==> src/rtl/axis_rr_arbiter.sv <==
// axis_rr_arbiter: round-robin arbiter sharing one AXI-Stream master port between N_SRC sources
// Ports:
//   clk, rstn        clock (rising edge) and asynchronous active-low reset
//   s_valid/s_ready  per-source handshake, s_data packed [N_SRC-1:0][BUS_W-1:0]
//   m_valid/m_ready  master handshake, m_data master beat (combinational pass-through)
//   m_grant          granted source index, zero outside GRANT
//   busy             high while a source holds the grant
module axis_rr_arbiter #(
  parameter  int N_SRC     = 4,
  parameter  int WORD_W    = 8,
  parameter  int BUS_W     = 32,
  parameter  int BURST_LEN = 4,
  localparam int GNT_W     = $clog2(N_SRC)
) (
  input  logic                        clk,
  input  logic                        rstn,
  input  logic [N_SRC-1:0]            s_valid,
  output logic [N_SRC-1:0]            s_ready,
  input  logic [N_SRC-1:0][BUS_W-1:0] s_data,
  output logic                        m_valid,
  input  logic                        m_ready,
  output logic [BUS_W-1:0]            m_data,
  output logic [GNT_W-1:0]            m_grant,
  output logic                        busy
);
  localparam logic ST_IDLE  = 1'b0;
  localparam logic ST_GRANT = 1'b1;
  localparam int   CNT_W    = BURST_LEN > 1 ? $clog2(BURST_LEN) : 1;

  if (N_SRC < 2 || BURST_LEN < 1 || BUS_W % WORD_W != 0) begin : g_bad_param
    $error("axis_rr_arbiter: illegal parameter combination");
  end

  logic             state_q, state_d;
  logic [GNT_W-1:0] ptr_q, ptr_d, grant_q, grant_d;
  logic [CNT_W-1:0] cnt_q, cnt_d;
  logic [N_SRC-1:0] rot;
  logic [GNT_W-1:0] off, rr_idx;
  logic [GNT_W:0]   sum;
  logic             beat, last;

  // Rotate requests so bit 0 is the source at ptr; the lowest set bit is the winner's offset.
  always_comb begin
    rot = N_SRC'({s_valid, s_valid} >> ptr_q);
    off = '0;
    for (int i = N_SRC - 1; i >= 0; i--) off = rot[i] ? GNT_W'(i) : off;
    sum = {1'b0, ptr_q} + {1'b0, off};
    rr_idx = sum >= (GNT_W+1)'(N_SRC) ? GNT_W'(sum - (GNT_W+1)'(N_SRC)) : GNT_W'(sum);
  end

  assign busy    = state_q == ST_GRANT;
  assign m_grant = busy ? grant_q : '0;
  assign m_valid = busy & s_valid[grant_q];
  assign m_data  = busy ? s_data[grant_q] : '0;
  assign s_ready = busy ? N_SRC'(m_ready) << grant_q : '0;
  assign beat    = m_valid & m_ready;
  // A dropped valid releases early; otherwise release on the last beat of the burst.
  assign last    = busy & (~s_valid[grant_q] | (beat & (cnt_q == CNT_W'(BURST_LEN - 1))));

  always_comb begin
    state_d = busy ? (last ? ST_IDLE : ST_GRANT) : (|s_valid ? ST_GRANT : ST_IDLE);
    grant_d = (!busy && |s_valid) ? rr_idx : grant_q;
    ptr_d   = last ? (grant_q == GNT_W'(N_SRC - 1) ? '0 : grant_q + GNT_W'(1)) : ptr_q;
    cnt_d   = (!busy || last) ? '0 : cnt_q + CNT_W'(beat);
  end

  always_ff @(posedge clk or negedge rstn)
    if (!rstn) begin
      state_q <= ST_IDLE;
      ptr_q   <= '0;
      grant_q <= '0;
      cnt_q   <= '0;
    end else begin
      state_q <= state_d;
      ptr_q   <= ptr_d;
      grant_q <= grant_d;
      cnt_q   <= cnt_d;
    end

  a_ready_onehot: assert property (@(posedge clk) disable iff (!rstn) $onehot0(s_ready));
  a_ready_idle:   assert property (@(posedge clk) disable iff (!rstn) !busy |-> s_ready == '0);
  a_cnt_range:    assert property (@(posedge clk) disable iff (!rstn) int'(cnt_q) < BURST_LEN);
endmodule

==> config.mk <==
export PLATFORM = sky130hd
export DESIGN_NAME = axis_rr_arbiter
export DESIGN_NICKNAME = d
export VERILOG_FILES = /design/src/rtl/axis_rr_arbiter.sv
export SDC_FILE = /design/constraint.sdc
export NUM_CORES = 1
export LEC_CHECK = 0
export ABC_AREA = 1
export CORE_ASPECT_RATIO = 1.75
export CORE_MARGIN = 2
export CORE_UTILIZATION = 35
export DETAILED_ROUTE_END_ITERATION = 8
export DONT_BUFFER_PORTS = 1
export GPL_TIMING_DRIVEN = 0
export PLACE_DENSITY_LB_ADDON = 0.1
export SYNTH_ARGS = -nofsm -noshare
export SYNTH_HDL_FRONTEND = slang
export SYNTH_SLANG_ARGS = --single-unit
==> constraint.sdc <==
create_clock -name clk -period 2.1 [get_ports clk]
set_clock_uncertainty 0.1 [all_clocks]
set_input_delay 0.105 -clock clk [delete_from_list [all_inputs] [get_ports clk]]
set_output_delay 0.105 -clock clk [all_outputs]
set_load 0.01 [all_outputs]
==> flow_metrics.tcl <==
set metrics [dict create \
    dr.pass1.iters 4 \
    grt_pass1_wl_um 8350 \
    reg2reg_from "ptr_q[0]$_DFFE_PN0P_" \
    syn_nets 445 \
    cp_data_arrival_time_ps 1720 \
    antenna_found_initial 0 \
    drtAntennaViolNets 0 \
    yosysTopAreaCellShare 0.252 \
    r2r-end "grant_q[1]$_DFFE_PN0P_" \
    dr_wl_met2_um 3010 \
    core_area_um2 4360 \
    dpl_cell_area_um2 1650 \
    required_ps 1890 \
    wl_met1_um 2180 \
    via_per_inst 5.72 \
    worst_slack_ps 179 \
    clkLatencyLatePin_ps 230 \
    clock-root-buffer "clkbuf_8" \
    setup_viol 0 \
    routabilityCongestion 0.791 \
    ir_drop_v 0.000712 \
    crit_path_start_kind "flip-flop" \
    cp.depth 6 \
    portBuffers 0 \
    power_frac_clock 0.066 \
    critPathBufInv 3 \
    drive_gt1_frac 0.0929 \
    critPathLaunch "busy$_DFF_PN0_" \
    grt_max_degree 11 \
    cts_buffer_depth 2 \
    drtIter0Drc 40 \
    path_max_fanout 10 \
    p_comb_frac 0.846 \
    n_antenna_cell 0 \
    cp_slowest_cell "dfrtp_1" \
    synth_seq_cells 7 \
    dr_total_vias 2075 \
    p_leak_nw 0.740 \
    design_area_um2 1720 \
    crit_family "buffers and inverters" \
    pre_cts_slack_ps 210 \
    min_path_type "in2reg" \
    powerDensity_nw_per_um2 1700 \
    synthTopCellsByArea "nor2_1 (25%), o21ai_0 (17%), dfrtp_1 (11%), nand2_1 (8.3%), o22ai_1 (6.7%)" \
    routed_wl_um 5870 \
    worst_pin_slew_ps 458 \
    tritoncts "built" \
    dp.final_hpwl_um 4770 \
    max-slew-margin-rel 0.695 \
    synthesis.area_um2 1580 \
    dr_wl_met3_um 600 \
    cts_buffers 3 \
    swShare 0.617 \
    dieArea_um2 5090 \
    row_count 32 \
    maxUsedRoutingLayer "met4" \
    yosysWarningCount 0 \
    io_pins 175 \
    cts_setup_buffers 0 \
    grt_pass1_vias 1833 \
    setup_tns_ps 0 \
    dieHeight_um 92.9 \
    rsz0062_at_grt "no" \
    seq_area_frac_synth 0.111 \
    cts_htree_levels 1 \
    grt_util_all_layers 0.215 \
    syn_to_final_growth_pct 8.47 \
    criticalPathCategory "reg2out" \
    drc 0 \
    worstPathCellList "buf_4 -> inv_2 -> nor2_4 -> clkbuf_4 -> o21ai_0 -> o22ai_1" \
    min_period_ps 1920 \
    nNetsFinal 451 \
    holdPathStages 3 \
    worst_r2r_path_depth 12 \
    end_kind "primary output" \
    grt_overflow 0 \
    hold_viol 0 \
    cts_sinks 7 \
    period_share 0.915 \
    synth.distinct_cells 23 \
    p_seq_frac 0.088 \
    critical-path-max-stage-delay_ps 400 \
    power.switching_mw 1.80 \
    yosys.area.top_type "nor2_1" \
    p_int_mw 1.12 \
    rrSetupSlack_ps 210 \
    crit_end "m_data[16]" \
    detail_route.wl_per_cell_um 16.2 \
    avgSynthCellArea_um2 5.15 \
    synthCells 307 \
    start_util 0.362 \
    final_cells 363 \
    die_x_um 54.8 \
    drv_slew 0 \
    cap_violations 0 \
    fmax_mhz 520 \
    dp.cells 358 \
    path_clk_slew_ps 40 \
    status "finished clean" \
]
-- power by group through the flow --
stage               Combinational (mW)  Clock [mW]  Sequential, mW
finish                            2.47       0.194           0.256
global route                      2.81       0.208           0.269
CTS                               2.47       0.200           0.257
detailed placement                2.45           0           0.259
global placement                  2.44           0           0.258
floorplan                         1.98           0           0.241
-- per-stage QoR --
| step | hold WS, ps | power, mW | util |
|---|---|---|---|
| CTS | 47.9 | 2.92 | 0.390 |
| global placement | -290 | 2.70 | 0.377 |
| global route | 81.7 | 3.29 | 0.393 |
| finish | 57.2 | 2.92 | 0.393 |
| floorplan | -291 | 2.22 | - |
| detailed placement | -290 | 2.71 | 0.377 |
-- tightest hold or removal path, cell delays in order --
cell	delay [ps]
inv_1	100
o21ai_2	100
nand2_1	60
-- layer usage --
metal | vias up | GRT usage
met5 | - | 0
met1 | 922 | 0.237
met2 | 111 | 0.387
li1 | 1033 | -
met4 | 0 | 0.0750
met3 | 9 | 0.0355
-- flip-flops by register name, summed over array words and instances (netlist names) --
register	cells
ptr_q	2
grant_q	2
busy	1
cnt_q	2
-- cells in the final DEF, fill, tap and decap left out, drive strengths merged, types with 2 or more instances in the layout --
master  netlist  final
a21oi        15     15
ha            3      3
buf          14     13
inv          14     14
nand3        13     13
dfrtp         7      7
o22ai        17     17
xnor2         2      2
nor2        107    107
nand2        36     36
clkbuf        8     13
o21ai        68     68
-- worst min path at each step --
| stage | endpoint | startpoint | slack (ps) |
|---|---|---|---|
| 6_report | busy$_DFF_PN0_ | m_ready | 60 |
| 5_1_grt | busy$_DFF_PN0_ | m_ready | 80 |
| 4_1_cts | busy$_DFF_PN0_ | m_ready | 50 |
| 3_5_place_dp | ptr_q[0]$_DFFE_PN0P_ | rstn | -290 |
| 3_3_place_gp | ptr_q[1]$_DFFE_PN0P_ | rstn | -290 |
| 2_1_floorplan | busy$_DFF_PN0_ | rstn | -290 |
-- synthesized netlist by cell type --
cell type / count
clkinv_1: 1
dfrtp_1: 7
nand2_1: 35
nand2_2: 1
inv_1: 10
buf_4: 3
buf_6: 4
nor2_4: 1
nand3_1: 13
xnor2_1: 2
nor2_1: 106
clkbuf_1: 7
a21oi_1: 15
buf_2: 7
o21ai_2: 2
clkbuf_2: 1
o21ai_1: 12
a21boi_0: 1
o22ai_1: 17
ha_1: 3
o31ai_2: 1
o21ai_0: 54
inv_2: 4
-- cell type report --
cell class	count	area, µm²
fill	514	2650
inverter	15	56.3
buffer	22	136
clock buffer	4	45.0
sequential	7	175
tap	51	63.8
timing repair buffer	1	10.0
multi-input combinational	263	1230
-- logic make-up after synthesis --
| family | synth area share |
|---|---|
| and+or+nand+nor | 0.387 |
| AOI/OAI and AO/OA | 0.347 |
| buffers and inverters | 0.120 |
| DFF | 0.111 |
| adders and majority gates | 0.0237 |
| xor gates and xnor gates | 0.0111 |
-- repair_timing --
action	4_1_cts	5_1_grt
hold endpoints to repair	7	0
setup endpoints to repair	0	4
gates resized for setup	0	3
hold buffers	1	0
(Power assumes the default switching activity.)
